$ cat src/rtl/fetch_stage_unit.sv
`default_nettype none
// ============================================================================
// Module   : fetch_stage_unit
// Purpose  : Instruction-fetch front end plus the IF/ID pipeline register.
//            Owns the program counter, applies branch/jump redirects, holds
//            on hazard stalls, inserts bubbles while a variable-latency
//            instruction memory has not answered, and counts the number of
//            real instructions handed to decode.
// Revision : 1.0 - initial release
// ----------------------------------------------------------------------------
// Parameters
//   PC_W      program counter / address width in bits (>= 3)
//   RESET_PC  PC value loaded on reset
//   NOP_WORD  instruction word placed in IF/ID on a bubble or flush
// Ports
//   clk             rising-edge system clock
//   rst_n           asynchronous active-low reset
//   stall           hazard hold: freeze PC and IF/ID
//   branchTaken     branch resolved taken in EX (highest priority redirect)
//   branchTarget    branch destination byte address
//   jump            unconditional jump request
//   jumpTarget      jump destination byte address
//   imemAddr        instruction memory address (the PC register)
//   imemData        instruction word, meaningful when imemValid=1
//   imemValid       memory returns a valid word for imemAddr this cycle
//   outInstruction  IF/ID instruction
//   outPostPc       IF/ID PC+4 of outInstruction
//   outValid        IF/ID holds a real instruction (0 = bubble)
//   fetchCount      instructions delivered into IF/ID, wrapping counter
// ============================================================================
module fetch_stage_unit #(
  parameter int              PC_W     = 32,
  parameter logic [PC_W-1:0] RESET_PC = '0,
  parameter logic [31:0]     NOP_WORD = 32'h0000_0000
) (
  input  logic            clk,
  input  logic            rst_n,
  input  logic            stall,
  input  logic            branchTaken,
  input  logic [PC_W-1:0] branchTarget,
  input  logic            jump,
  input  logic [PC_W-1:0] jumpTarget,
  output logic [PC_W-1:0] imemAddr,
  input  logic [31:0]     imemData,
  input  logic            imemValid,
  output logic [31:0]     outInstruction,
  output logic [PC_W-1:0] outPostPc,
  output logic            outValid,
  output logic [31:0]     fetchCount
);

  // Sequential-fetch increment; the add is PC_W bits wide so it wraps
  // naturally at the top of the address space.
  localparam logic [PC_W-1:0] PC_STEP = PC_W'(4);

  // IDLE : the single settling cycle after reset release
  // RUN  : normal fetch
  // MISS : the previous request was not answered; re-presenting the same PC
  typedef enum logic [1:0] {
    ST_IDLE = 2'd0,
    ST_RUN  = 2'd1,
    ST_MISS = 2'd2
  } state_t;

  state_t          state_q, state_d;
  logic [PC_W-1:0] pc_q, pc_d;
  logic [31:0]     instr_q, instr_d;
  logic [PC_W-1:0] post_pc_q, post_pc_d;
  logic            valid_q, valid_d;
  logic [31:0]     count_q, count_d;

  logic            redirect;
  logic [PC_W-1:0] redirect_target;
  logic [PC_W-1:0] redirect_pc;
  logic [PC_W-1:0] pc_plus4;
  logic            unused_target_lsbs;

  // A branch outranks a jump, so the jump target is only selected when no
  // branch is being taken in the same cycle.
  assign redirect        = branchTaken | jump;
  assign redirect_target = branchTaken ? branchTarget : jumpTarget;

  // Instructions are word aligned; the low two target bits are discarded
  // rather than trusted.
  assign redirect_pc        = {redirect_target[PC_W-1:2], 2'b00};
  assign unused_target_lsbs = ^redirect_target[1:0];

  assign pc_plus4 = pc_q + PC_STEP;

  // --------------------------------------------------------------------------
  // Next-state logic
  // --------------------------------------------------------------------------
  always_comb begin
    // Default: everything holds (this is also the stall behaviour).
    state_d   = state_q;
    pc_d      = pc_q;
    instr_d   = instr_q;
    post_pc_d = post_pc_q;
    valid_d   = valid_q;
    count_d   = count_q;

    case (state_q)
      ST_IDLE: begin
        // Settling cycle: nothing is captured and the PC stays put, even if
        // the memory or the hazard logic is already asserting something.
        state_d = ST_RUN;
      end

      default: begin
        if (redirect) begin
          // Flush: whatever the memory returns this cycle belongs to the
          // wrong path and is dropped, pending miss included.
          pc_d      = redirect_pc;
          instr_d   = NOP_WORD;
          post_pc_d = '0;
          valid_d   = 1'b0;
          state_d   = ST_RUN;
        end else if (stall) begin
          // Full hold. A word returned now is not captured; the same PC is
          // simply requested again once the stall clears.
          state_d = state_q;
        end else if (imemValid) begin
          instr_d   = imemData;
          post_pc_d = pc_plus4;
          valid_d   = 1'b1;
          pc_d      = pc_plus4;
          count_d   = count_q + 32'd1;
          state_d   = ST_RUN;
        end else begin
          // Memory not ready: push a bubble downstream and keep the PC.
          // outPostPc deliberately keeps its last value.
          instr_d = NOP_WORD;
          valid_d = 1'b0;
          state_d = ST_MISS;
        end
      end
    endcase
  end

  // --------------------------------------------------------------------------
  // State registers
  // --------------------------------------------------------------------------
  always_ff @(posedge clk or negedge rst_n) begin
    if (!rst_n) begin
      state_q   <= ST_IDLE;
      pc_q      <= RESET_PC;
      instr_q   <= NOP_WORD;
      post_pc_q <= '0;
      valid_q   <= 1'b0;
      count_q   <= 32'd0;
    end else begin
      state_q   <= state_d;
      pc_q      <= pc_d;
      instr_q   <= instr_d;
      post_pc_q <= post_pc_d;
      valid_q   <= valid_d;
      count_q   <= count_d;
    end
  end

  // --------------------------------------------------------------------------
  // Outputs: all straight from registers, so there is no combinational path
  // from imemData or the redirect/stall inputs to any output.
  // --------------------------------------------------------------------------
  assign imemAddr       = pc_q;
  assign outInstruction = instr_q;
  assign outPostPc      = post_pc_q;
  assign outValid       = valid_q;
  assign fetchCount     = count_q;

endmodule
`default_nettype wire

$ cat config.mk
export PLATFORM = sky130hd
export DESIGN_NAME = fetch_stage_unit
export DESIGN_NICKNAME = d
export VERILOG_FILES = /design/src/rtl/fetch_stage_unit.sv
export SDC_FILE = /design/constraint.sdc
export NUM_CORES = 1
export LEC_CHECK = 0
export CAP_MARGIN = 20
export CORE_MARGIN = 5
export CORE_UTILIZATION = 40
export CTS_BUF_LIST = sky130_fd_sc_hd__clkbuf_16
export DETAILED_ROUTE_END_ITERATION = 8
export GPL_TIMING_DRIVEN = 0
export PLACE_DENSITY = 0.77
export RECOVER_POWER = 25
export SYNTH_ARGS = -nofsm -noshare
export SYNTH_HDL_FRONTEND = slang
export SYNTH_SLANG_ARGS = --single-unit
$ cat constraint.sdc
create_clock -name clk -period 2 [get_ports clk]
set_input_delay 0.4 -clock clk [delete_from_list [all_inputs] [get_ports clk]]
set_output_delay 0.4 -clock clk [all_outputs]
set_load 0.03 [all_outputs]
==> results of run 1 <==
[through the flow]
step             TNS, ns  std cells  total power (W)
2_1_floorplan          0        609         0.003753
3_3_place_gp     -639.04       1017         0.004525
3_5_place_dp      -51.26       1018         0.004546
4_1_cts           -2.696       1055         0.007573
5_1_grt           -1.191       1066         0.007833
6_report       -0.004046       1066         0.007565
[power groups by stage]
stage          sequential, W  clock, W  combinational, W
3_5_place_dp         0.00299         0           0.00156
4_1_cts              0.00295   0.00305           0.00158
5_1_grt              0.00298   0.00314           0.00171
2_1_floorplan        0.00327         0          0.000486
6_report             0.00295   0.00300           0.00161
3_3_place_gp         0.00298         0           0.00154
[cell usage after synthesis, types with 5 or more instances]
master	count
dfrtp_1	127
nand2_1	66
o21ai_0	51
xnor2_1	41
a22o_1	36
nor2_1	34
clkbuf_1	32
a21oi_1	24
nand3_1	21
and3_1	17
nand4_1	15
xor2_1	14
a22oi_1	13
inv_1	10
nor3_1	10
o31ai_1	7
and4_1	6
a211o_1	5
nor4_1	5
o22ai_1	5
o2bb2ai_1	5
[logic make-up (layout without fill, tap and decap cells)]
family	after synthesis	after routing	synth area share, %
DFF	127	127	52.00
adders and majority gates	2	2	0.4094
AOI/OAI and AO/OA	171	171	19.10
and+or+nand+nor	195	195	16.64
other	1	5	0.06135
xor gates and xnor gates	55	55	7.881
muxes	2	2	0.3275
buffers and inverters	53	321	3.583
[placed cells by master (no fill, tap or decap), types with 5 or more instances in the layout]
master / instances
nor2_1: 33
dfrtp_2: 13
a22o_1: 36
o22ai_1: 5
dlygate4sd2_1: 12
o2bb2ai_1: 5
o21ai_0: 49
dlymetal6s2s_1: 12
nor3_1: 8
clkbuf_2: 13
clkdlybuf4s50_1: 195
dfrtp_1: 114
clkbuf_16: 17
nand4_1: 15
a22oi_1: 13
nand3_1: 19
clkbuf_1: 16
a21oi_1: 24
o31ai_1: 7
inv_1: 10
a211o_1: 5
buf_4: 21
and3_1: 17
xor2_1: 14
and4_1: 6
xnor2_1: 41
nand2_1: 66
[routing by layer]
metal  vias to the layer above  part of all wire [%]
met1                      2901                    43
li1                       2716                     -
met4                         0                   3.7
met3                        55                   6.7
met2                       261                    47
met5                         -                     0
[what timing repair did]
action,in CTS,in global routing
hold buffers,1,0
endpoints found under the setup margin,80,101
hold endpoints to repair,44,0
resized for setup,25,51
setup buffers,5,12
pin swaps,3,11
[final timing paths]
| check | endpoint | from | slack (ns) | cells after the start |
|---|---|---|---|---|
| worst max register to register | outPostPc[24] | imemAddr[14] | -0.004 | 7 |
| worst min register to register | fetchCount[31] | fetchCount[31] | 0.48 | 1 |
| worst min-delay path | fetchCount[31] | fetchCount[31] | 0.48 | 1 |
| max in group asynchronous | imemAddr[13] | rst_n | 0.22 | 3 |
| worst max-delay path | outPostPc[24] | imemAddr[14] | -0.004 | 7 |
| min in group asynchronous | outPostPc[29] | rst_n | 0.75 | 2 |
[flip-flops by register name, summed over array words and instances, names as in the netlist]
| register | count |
|---|---|
| fetchCount | 32 |
| imemAddr | 30 |
| outInstruction | 32 |
| outPostPc | 30 |
| outValid | 1 |
| state_q | 2 |
[final cells by class]
type / count / area share, %
antenna: 1 / 0.02646
tap: 188 / 2.487
clock buffer: 17 / 4.497
clock inverter: 14 / 1.521
multi-input combinational: 429 / 29.97
sequential: 127 / 33.77
inverter: 10 / 0.3968
buffer: 41 / 2.156
timing repair buffer: 239 / 25.17
==> impl_metrics.py, run 1 <==
metrics = {
    "placement": {
        "hpwl_um": 14950,
        "gp_congestion": 0.8719,
        "port_buffers": 220,
        "place_area_um2": 8613,
        "pre_cts_ws_ns": -0.6947,
    },
    "synthesis": {
        "synth-seq-cells": 127,
        "ys_types": 54,
        "synth_edf_count": 0,
        "synthFlopType": "dfrtp_1",
        "yosys_warnings": 0,
        "synth_top_area_cell": "dfrtp_1",
        "synth_area_leaders": "dfrtp_1, xnor2_1, a22o_1",
        "postSynthAreaPerCell_um2": 10.09,
        "syn_area_um2": 6112,
        "netlist.area_leader.share_pct": 52.00,
        "syn_inst": 606,
        "async_flop_share_pct": 100.0,
        "synth_seq_area_share_pct": 52.00,
    },
    "power_and_ir_drop": {
        "peakVddDrop_mv": 0.5591,
        "seq_power_share_pct": 39.0,
        "power.density_nw_per_um2": 799.7,
        "p_sw_share_pct": 30.47,
        "power_frac_comb_pct": 21.3,
        "switching_power_w": 0.002305,
        "internal_power_w": 0.005259,
        "p_leak_nw": 4.212,
        "clkPwrFrac_pct": 39.7,
    },
    "sta": {
        "slew_headroom_pct": 22.30,
        "grt_setup_unrepaired": "true",
        "slew_viol_final": 0,
        "fin_ws_ns": -0.004046,
        "max_freq_mhz": 499.0,
        "setup_viol": 1,
        "final_hold_viol_count": 0,
        "finClkSkew_ns": 0.007409,
        "period_share_pct": 100.2,
        "tightest_slew_ns": 1.166,
        "fin_crit_ns": 2.004,
        "hold_ws_ns": 0.4768,
    },
    "worst_setup_path": {
        "worstSetupStartpointType": "register",
        "critPathMaxFanout": 5,
        "crit_chain": "buf_6 -> nand4_1 -> buf_6 -> or4_4 -> o31a_1 -> o21ai_2 -> nand2_1",
        "required_ns": 2.30,
        "cpMostUsedCell": "buf_6",
        "cp_slowest_cell": "or4_4",
        "worstSetupEndpointType": "register",
        "slowest_delay_ns": 0.61,
        "critPathKind": "register to register",
        "path_buf_inv": 2,
        "arrival_ns": 2.31,
        "crit_family": "simple AND/OR/NAND/NOR gates",
    },
    "clock_network": {
        "clkTransAtPathRegs_ns": 0.06,
        "clkLatencyLatePin_ns": 0.42,
        "cts_num_sinks": 127,
        "cts_root_buf": "clkbuf_16",
        "cts_inserted_buffers": 17,
        "tritoncts": "built",
        "htree_num_levels": 4,
        "cts_max_path_buffers": 2,
    },
    "route": {
        "wire_per_inst_um": 19.52,
        "routed_via_density": 5.566,
        "drt-pass1-iter-count": 5,
        "drc": 0,
        "vias": 5933,
        "dr.first_iter.drc_count": 391,
        "detail-route-antenna-nets": 0,
        "wl_um": 20810,
    },
    "grt": {
        "grt_overflow": 0,
        "grt_use_met1_pct": 30.51,
        "antenna_found_initial": 1,
        "grt_max_degree": 84,
        "grt_pass1_wl_um": 31970,
        "met3_usage_pct": 4.721,
        "grtUsageMet2_pct": 35.78,
        "grt_pass1_vias": 5866,
        "busiest_layer": "met2",
        "grt_util_all_layers_pct": 22.77,
    },
    "final_layout": {
        "syn_to_final_growth_pct": 54.76,
        "multi_input_area_um2": 2835,
        "nNetsFinal": 969,
        "final_util_pct": 62.69,
        "regArea_um2": 3194,
        "fin_area_um2": 9459,
        "fill_cells": 1272,
        "drive_gt1_share_pct": 12.09,
    },
    "die": {
        "die_y_um": 133.6,
        "row_count": 45,
        "initial_utilization_pct": 40.51,
        "die_x_um": 133.6,
        "core_um2": 15090,
        "num_io_pins": 231,
        "dieArea_um2": 17850,
    },
    "worst_hold_path": {
        "hold_path_class": "register to register",
    },
    "flow_run": {
        "drv.max_cap_violation_count": 0,
    },
    "run_status": {
        "status": "complete, but fails checks",
        "violations": "setup timing",
    },
}
(Power assumes the default switching activity.)
==> run 2, diff against run 1 <==
--- a/config.mk
+++ b/config.mk
@@ -11,7 +11,7 @@
 export CTS_BUF_LIST = sky130_fd_sc_hd__clkbuf_16
 export DETAILED_ROUTE_END_ITERATION = 8
 export GPL_TIMING_DRIVEN = 0
-export PLACE_DENSITY = 0.77
+export PLACE_DENSITY = 0.74
 export RECOVER_POWER = 25
 export SYNTH_ARGS = -nofsm -noshare
 export SYNTH_HDL_FRONTEND = slang
==> constraint.sdc (replaced) <==
create_clock -name clk -period 2.4 [get_ports clk]
set_input_delay 0.48 -clock clk [delete_from_list [all_inputs] [get_ports clk]]
set_output_delay 0.48 -clock clk [all_outputs]
set_load 0.03 [all_outputs]
==> run 2 against run 1 <==
Effect of this change: the run now ends clean; clock skew is 0.0038 ns higher; routed wire length decreased by 4.0%; non-clock buffer count fell by 16; utilization down 1.9 points; setup slack improved by 0.13 ns; cell area fell by 3.0%; clock power down 16%; sequential power is 17% lower; power shrank 17%; critical endpoint is now imemAddr[26]; highest routed layer is now met5.
==> impl_metrics.py, run 2 (synthesis gave the netlist of run 1 again) <==
metrics = {
    "grt": {
        "met3_usage_pct": 6.571,
        "grt_use_met1_pct": 28.55,
        "grt_pass1_wl_um": 31090,
        "antenna_found_initial": 1,
        "grt_util_all_layers_pct": 22.32,
        "grt_pass1_vias": 5714,
        "grt_overflow": 0,
        "busiest_layer": "met2",
        "grtUsageMet2_pct": 35.38,
        "grt_max_degree": 74,
    },
    "sta": {
        "setup_viol": 0,
        "tightest_slew_ns": 1.415,
        "max_freq_mhz": 440.3,
        "grt_setup_unrepaired": "false",
        "period_share_pct": 94.64,
        "final_hold_viol_count": 0,
        "fin_crit_ns": 2.271,
        "hold_ws_ns": 0.3944,
        "fin_tns_setup_ns": 0,
        "finClkSkew_ns": 0.01125,
        "slew_viol_final": 0,
        "slew_headroom_pct": 5.684,
    },
    "placement": {
        "placed_cells": 1018,
        "gp_congestion": 0.8899,
        "hpwl_um": 14920,
        "port_buffers": 220,
    },
    "die": {
        "initial_utilization_pct": 40.51,
        "die_y_um": 133.6,
        "dieArea_um2": 17850,
        "row_count": 45,
        "die_x_um": 133.6,
        "num_io_pins": 231,
        "core_um2": 15090,
    },
    "clock_network": {
        "cts_num_sinks": 127,
        "htree_num_levels": 4,
        "cts_inserted_buffers": 17,
        "ctsHoldBuffers": 0,
        "tritoncts": "built",
        "clkTransAtPathRegs_ns": 0.07,
        "cts_root_buf": "clkbuf_16",
        "cts_max_path_buffers": 2,
        "clkLatencyLatePin_ns": 0.42,
        "cts_setup_buffers": 0,
    },
    "worst_setup_path": {
        "worstSetupEndpointType": "register",
        "worstSetupStartpointType": "register",
        "arrival_ns": 2.55,
        "critPathKind": "register to register",
        "critPathMaxFanout": 8,
        "required_ns": 2.68,
    },
    "route": {
        "wire_per_inst_um": 19.02,
        "drc": 0,
        "detail-route-antenna-nets": 0,
        "dr.first_iter.drc_count": 407,
        "wl_um": 19970,
        "routed_via_density": 5.497,
        "drt-pass1-iter-count": 5,
        "vias": 5772,
    },
    "final_layout": {
        "syn_to_final_growth_pct": 50.11,
        "fill_cells": 1258,
        "final_cell_mix": "clkdlybuf4s50_1, dfrtp_1, nand2_1, o21ai_0, xnor2_1",
        "instances_no_fill": 1050,
        "antenna_cells": 0,
        "nNetsFinal": 953,
        "layout_commonest_cell": "clkdlybuf4s50_1",
        "drive_gt1_share_pct": 6.497,
    },
    "power_and_ir_drop": {
        "power.density_nw_per_um2": 681.3,
        "p_leak_nw": 3.871,
        "power_w": 0.006251,
        "peakVddDrop_mv": 0.4813,
    },
    "worst_hold_path": {
        "hold_path_class": "input pin to asynchronous set/reset pin",
    },
    "run_status": {
        "status": "completed",
    },
    "flow_run": {
        "drv.max_cap_violation_count": 0,
    },
}
-- run 2: stage by stage --
step,worst slack (ns),area (µm²),utilization [%]
global placement,-4.416,8561,56.73
detailed placement,-0.4368,8589,56.92
finish,0.1287,9175,60.80
global route,0.01297,9175,60.80
floorplan,0.1920,6123,-
CTS,0.008541,9165,60.74
-- run 2: final cells by class --
class / count / area [µm²] / share of cell area [%]
Sequential cell: 127 / 3179 / 34.65
Clock buffer: 17 / 425.4 / 4.637
Multi-Input combinational cell: 429 / 2740 / 29.87
Inverter: 10 / 37.54 / 0.4091
Tap cell: 188 / 235.2 / 2.564
Timing Repair Buffer: 221 / 2225 / 24.25
Buffer: 43 / 182.7 / 1.991
Clock inverter: 15 / 150.1 / 1.636
-- run 2: report_power, final --
group	internal, W	leakage [nW]	total [W]	switching, W
clock network	0.00146	0.282	0.00251	0.00105
logic	0.000561	1.90	0.00130	0.000734
registers	0.00227	1.69	0.00245	0.000174
-- run 2: repair_timing --
item	4_1_cts	5_1_grt
hold endpoints to repair	0	0
resized for setup	0	4
endpoints found under the setup margin	0	22
-- run 2: per-layer routing --
metal / share of wire [%] / vias to the layer above / wire length (µm)
met4: 3.3 / 2 / 653
met3: 8.0 / 43 / 1602
met1: 41 / 2787 / 8093
met5: 0.065 / - / 13
met2: 48 / 236 / 9611
li1: - / 2704 / -
-- run 2: worst max-delay path, stage by stage (launching register included) --
cell and delay (ns):
dfrtp_2 0.45, ha_1 0.29, nand3_2 0.18, or4_4 0.52, nor4_4 0.39, o21ai_0 0.14, o2bb2ai_1 0.16
-- run 2: worst paths after layout --
kind                                startpoint              to  slack (ns)  cells after the start
worst max-delay path               imemAddr[2]    imemAddr[26]        0.13                      6
worst min register to register  fetchCount[31]  fetchCount[31]        0.47                      1
max in group asynchronous                rst_n     imemAddr[2]        0.99                      2
min in group clk                fetchCount[31]  fetchCount[31]        0.47                      1
worst max register to register     imemAddr[2]    imemAddr[26]        0.13                      6
worst min-delay path                     rst_n   fetchCount[8]        0.39                      1
==> run 3, diff against run 2 <==
--- a/config.mk
+++ b/config.mk
@@ -5,6 +5,7 @@
 export SDC_FILE = /design/constraint.sdc
 export NUM_CORES = 1
 export LEC_CHECK = 0
+export ABC_AREA = 0
 export CAP_MARGIN = 20
 export CORE_MARGIN = 5
 export CORE_UTILIZATION = 40
==> results of run 3 <==
No change in the layout: final DEF, timing and power equal those of run 2.
==> edit 1, RTL diff (config.mk and constraints of run 2) <==
Set the parameter `PC_W` to 36 (it was 32).
--- a/src/rtl/fetch_stage_unit.sv
+++ b/src/rtl/fetch_stage_unit.sv
@@ -29,7 +29,7 @@
 //   fetchCount      instructions delivered into IF/ID, wrapping counter
 // ============================================================================
 module fetch_stage_unit #(
-  parameter int              PC_W     = 32,
+  parameter int              PC_W     = 36,
   parameter logic [PC_W-1:0] RESET_PC = '0,
   parameter logic [31:0]     NOP_WORD = 32'h0000_0000
 ) (
Interface: changed (resized branchTarget, imemAddr, jumpTarget and outPostPc); port bits go from 231 to 247. The function was not compared with the original's and may differ.
==> edit 1 against run 2 <==
The flow now finishes with violations (DRC). Worst setup slack got worse by 0.013 ns. Power rose by 12%. Routed wire length rose by 21%. Sequential cell count rose by 9. Final area rose by 12%. Area after synthesis rose by 12%. Die area rose by 11%. Critical endpoint is now imemAddr[33]. Via count rose by 15%. Critical path depth did not move.
==> edit 1: results (changes against run 2) <==
| Metric | Value |
|---|---|
| Status | `finished, violations left (was complete, no violations)` |
| Violated checks | `DRC` |
| Clk. pwr | `2.70 mW (was 2.51 mW)` |
| Compound-Gate Fraction of Synth Area | `0.193 (was 0.191)` |
| Max FFs per register | `35` |
| Max stage delay on crit path | `0.47 ns (was 0.52 ns)` |
| Largest net degree at the start of global routing | `96 (was 74)` |
| Warnings, synthesis | `0 (unchanged)` |
| Reg2reg start | `imemAddr[13] (was imemAddr[2])` |
| Sw Share | `0.317 (was 0.313)` |
| Net switching power | `2.21 mW (was 1.96 mW)` |
| Drt drc | `4 (was 0)` |
| R2R Setup Slk | `roughly 0.12 ns` |
| Port Buf Inserts | `240 (was 220)` |
| Multiplexer share of the synthesized area | `0.00602 (was 0.00328)` |
| Min Hold Slack | `0.388 ns (was 0.394 ns)` |
| Synth Area in XOR/XNOR | `0.0792 (was 0.0788)` |
| Dpl cell area | `0.00957 mm2 (was 0.00859 mm2)` |
| CTS Sinks | `136 (was 127)` |
| Non-Clock Buffer Count | `294 (was 264)` |
| Layout cells sized above 1 | `0.0925 (was 0.0650)` |
| Clock skew | `0.00927 ns (was 0.0112 ns)` |
| HPWL Detailed | `17.7 mm (was 14.9 mm)` |
| Vias in the first global route | `6716 (was 5714)` |
| Seq pwr | `2.68 mW (was 2.45 mW)` |
| Row count | `47 (was 45)` |
| Dpl ws | `-0.821 ns (was -0.437 ns)` |
| Final core occ | `0.616 (was 0.608)` |
| Cell Count, Final, Fillers Out | `1193 (was 1050)` |
| Sequential share of cell area | `0.331 (was 0.347)` |
| # diodes | `0 (unchanged)` |
| Initial antenna violation count | `0 (was 1)` |
| Worst Hold Class | `in2reg (was in2async)` |
| Adder-cell share of the synthesized area | `0.00365 (was 0.00409)` |
| Synth Area per Inst | `9.82 um2 (was 10.1 um2)` |
| Period utilization | `0.952 (was 0.946)` |
| Leakage | `4.26 nW (was 3.87 nW)` |
| Crit path DAT | `2.59 ns (was 2.55 ns)` |
| Total GRT Usage | `0.243 (was 0.223)` |
| FF-to-FF End | `imemAddr[33] (was imemAddr[26])` |
| Top cells by area, synth | `dfrtp_1 50%, xnor2_1 5.5%, nand2_1 5.3% (was dfrtp_1 52%, xnor2_1 5.9%, a22o_1 5.2%)` |
| Initial DRC Count | `676 (was 407)` |
| Clock-cell share | `0.0583 (was 0.0627)` |
| Cell variety after synth | `56 (was 54)` |
| CP max-delay cell | `nor4_2 (was or4_4)` |
| GP Congestion | `0.930 (was 0.890)` |
| Worst VDD drop | `0.457 mV (was 0.481 mV)` |
| Worst Setup Path Type | `reg2reg (unchanged)` |
| Sequential fraction of the synthesis area | `0.496 (was 0.520)` |
| Non-clock buffer share | `0.260 (was 0.262)` |
| Worst-Margin Slew | `1.05 ns (was 1.41 ns)` |
| Count of multi-input gates | `498 (was 429)` |
| Nonclk inv count | `14 (was 10)` |
| Drt first pass iters | `9 (was 5)` |
| Layout fillers | `1419 (was 1258)` |
| Most frequent cells after synthesis | `136 x dfrtp_1, 97 x nand2_1, 62 x o21ai_0 (was 127 x dfrtp_1, 66 x nand2_1, 51 x o21ai_0)` |
[edit 1: cell types whose count changed after synthesis, moves of 5 or more]
cell / delta
o21ai_0: +11
nor2_1: +9
and3_1: -7
o2bb2ai_1: +7
xor2_1: +5
o31ai_1: +13
clkbuf_1: +6
a22o_1: -10
a222oi_1: +5
dfrtp_1: +9
nand2_1: +31
[edit 1: metal layers]
layer  GRT usage  routed length (um)  vias to the layer above
li1            -                   -                     3053
met1       0.318                9970                     3195
met2       0.381               11300                      346
met3      0.0799                2270                       39
met4      0.0801                 601                        0
met5           0                   0                        -
[edit 1: critical path: cells and delay by family (launching register included)]
kind	cells	cell delay, ns
AOI/OAI and AO/OA	1	0.27
muxes	1	0.19
DFF	1	0.40
buffers and inverters	1	0.23
and+or+nand+nor	3	1.09
[edit 1: repair_timing]
action,4_1_cts,5_1_grt
pin swaps,0,2
hold buffers,1,0
endpoints found under the hold margin,41,0
cloned,1,0
setup buffers,1,0
resized for setup,19,22
endpoints found under the setup margin,65,64
==> edit 2, RTL diff (flow settings as in run 2) <==
Without the edit above. Re-encode `state_t` (3 states) as one-hot, 3 bits wide.
--- a/src/rtl/fetch_stage_unit.sv
+++ b/src/rtl/fetch_stage_unit.sv
@@ -56,10 +56,10 @@
   // IDLE : the single settling cycle after reset release
   // RUN  : normal fetch
   // MISS : the previous request was not answered; re-presenting the same PC
-  typedef enum logic [1:0] {
-    ST_IDLE = 2'd0,
-    ST_RUN  = 2'd1,
-    ST_MISS = 2'd2
+  typedef enum logic [2:0] {
+    ST_IDLE = 3'b001,
+    ST_RUN  = 3'b010,
+    ST_MISS = 3'b100
   } state_t;
 
   state_t          state_q, state_d;
Behaviour: no difference found for any inputs over 4 cycles, from zero or initial values and one cycle with rst_n low; so few cycles prove little.
==> edit 2 against run 2 <==
The flow now finishes with violations (capacitance limit, slew limit). Critical endpoint is now imemAddr[8]. Routed wire length rose by 4.4%. Final area rose by 0.82%. Sequential cell count rose by 1. First-iteration DRC count fell by 14%. Worst setup slack got worse by 0.027 ns. Largest power group unchanged. Register-to-register slack improved by 0.04 ns. Clock skew fell by 0.0035 ns. Clock power rose by 4%. Area after synthesis fell by 0.31%. Utilization rose by 0.50 points. Maximum frequency fell by 1.2%. Power rose by 1.5%. Non-clock buffer count fell by 3.
==> edit 2: results (changes against run 2) <==
| Metric | Value |
|---|---|
| Total GRT Usage | `0.234 (was 0.223)` |
| Share of Yosys cell area claimed by the top area cell type | `0.522 (was 0.520)` |
| Compound-Gate Fraction of Synth Area | `0.185 (was 0.191)` |
| Top cell family by delay on the critical path | `buffers and inverters (was simple AND/OR/NAND/NOR gates)` |
| CP startpoint | `jump (was imemAddr[2])` |
| Cell variety after synth | `53 (was 54)` |
| GP Congestion | `0.881 (was 0.890)` |
| Top cells by area, synth | `dfrtp_1 52%, a22o_1 5.9%, xnor2_1 5.7% (was dfrtp_1 52%, xnor2_1 5.9%, a22o_1 5.2%)` |
| Layout fillers | `1254 (was 1258)` |
| Status | `finished, violations left (was complete, no violations)` |
| Min Hold Slack | `0.383 ns (was 0.394 ns)` |
| FF-to-FF End | `imemAddr[30] (was imemAddr[26])` |
| Leakage | `3.94 nW (was 3.87 nW)` |
| Clock skew | `0.00778 ns (was 0.0112 ns)` |
| Crit path DAT | `2.59 ns (was 2.55 ns)` |
| Met1 Use GR | `0.302 (was 0.285)` |
| GR Layer Usage met3 | `0.0472 (was 0.0657)` |
| Final WL | `20.9 mm (was 20.0 mm)` |
| Nonclk inv count | `6 (was 10)` |
| Multiplexer share of the synthesized area | `0.00883 (was 0.00328)` |
| Fin area | `0.00925 mm2 (was 0.00918 mm2)` |
| WL/cell | `20.5 um (was 19.0 um)` |
| Initial antenna violation count | `0 (was 1)` |
| Yosys reg bits | `128 (was 127)` |
| Max stage delay on crit path | `0.50 ns (was 0.52 ns)` |
| Fin nets | `923 (was 953)` |
| Violated checks | `capacitance limit, slew limit` |
| Max-cap violations | `1 (was 0)` |
| Layout cells sized above 1 | `0.0962 (was 0.0650)` |
| Slew Limit Fails | `70 (was 0)` |
## edit 2: cell types whose count changed after synthesis, sizes merged, moves of 4 or more
cell,change
a211o,-4
a21oi,-8
a221o,+7
a22o,+5
a2bb2oi,+4
and4,+5
inv,-4
nand2,-13
nor3,-8
o21ai,-18
o31ai,+5
## edit 2: power by group through the flow
stage | Sequential (mW) | Combinational [mW] | Clock [mW]
global placement | 2.50 | 1.22 | 0
finish | 2.49 | 1.24 | 2.62
global route | 2.51 | 1.32 | 2.75
CTS | 2.47 | 1.26 | 2.66
floorplan | 2.73 | 0.360 | 0
detailed placement | 2.51 | 1.24 | 0
## edit 2: repair_timing
| action | CTS | global route |
|---|---|---|
| buffers inserted | 2 | 0 |
| endpoints found under the setup margin | 63 | 60 |
| pin swaps | 1 | 1 |
| gates resized for setup | 13 | 28 |
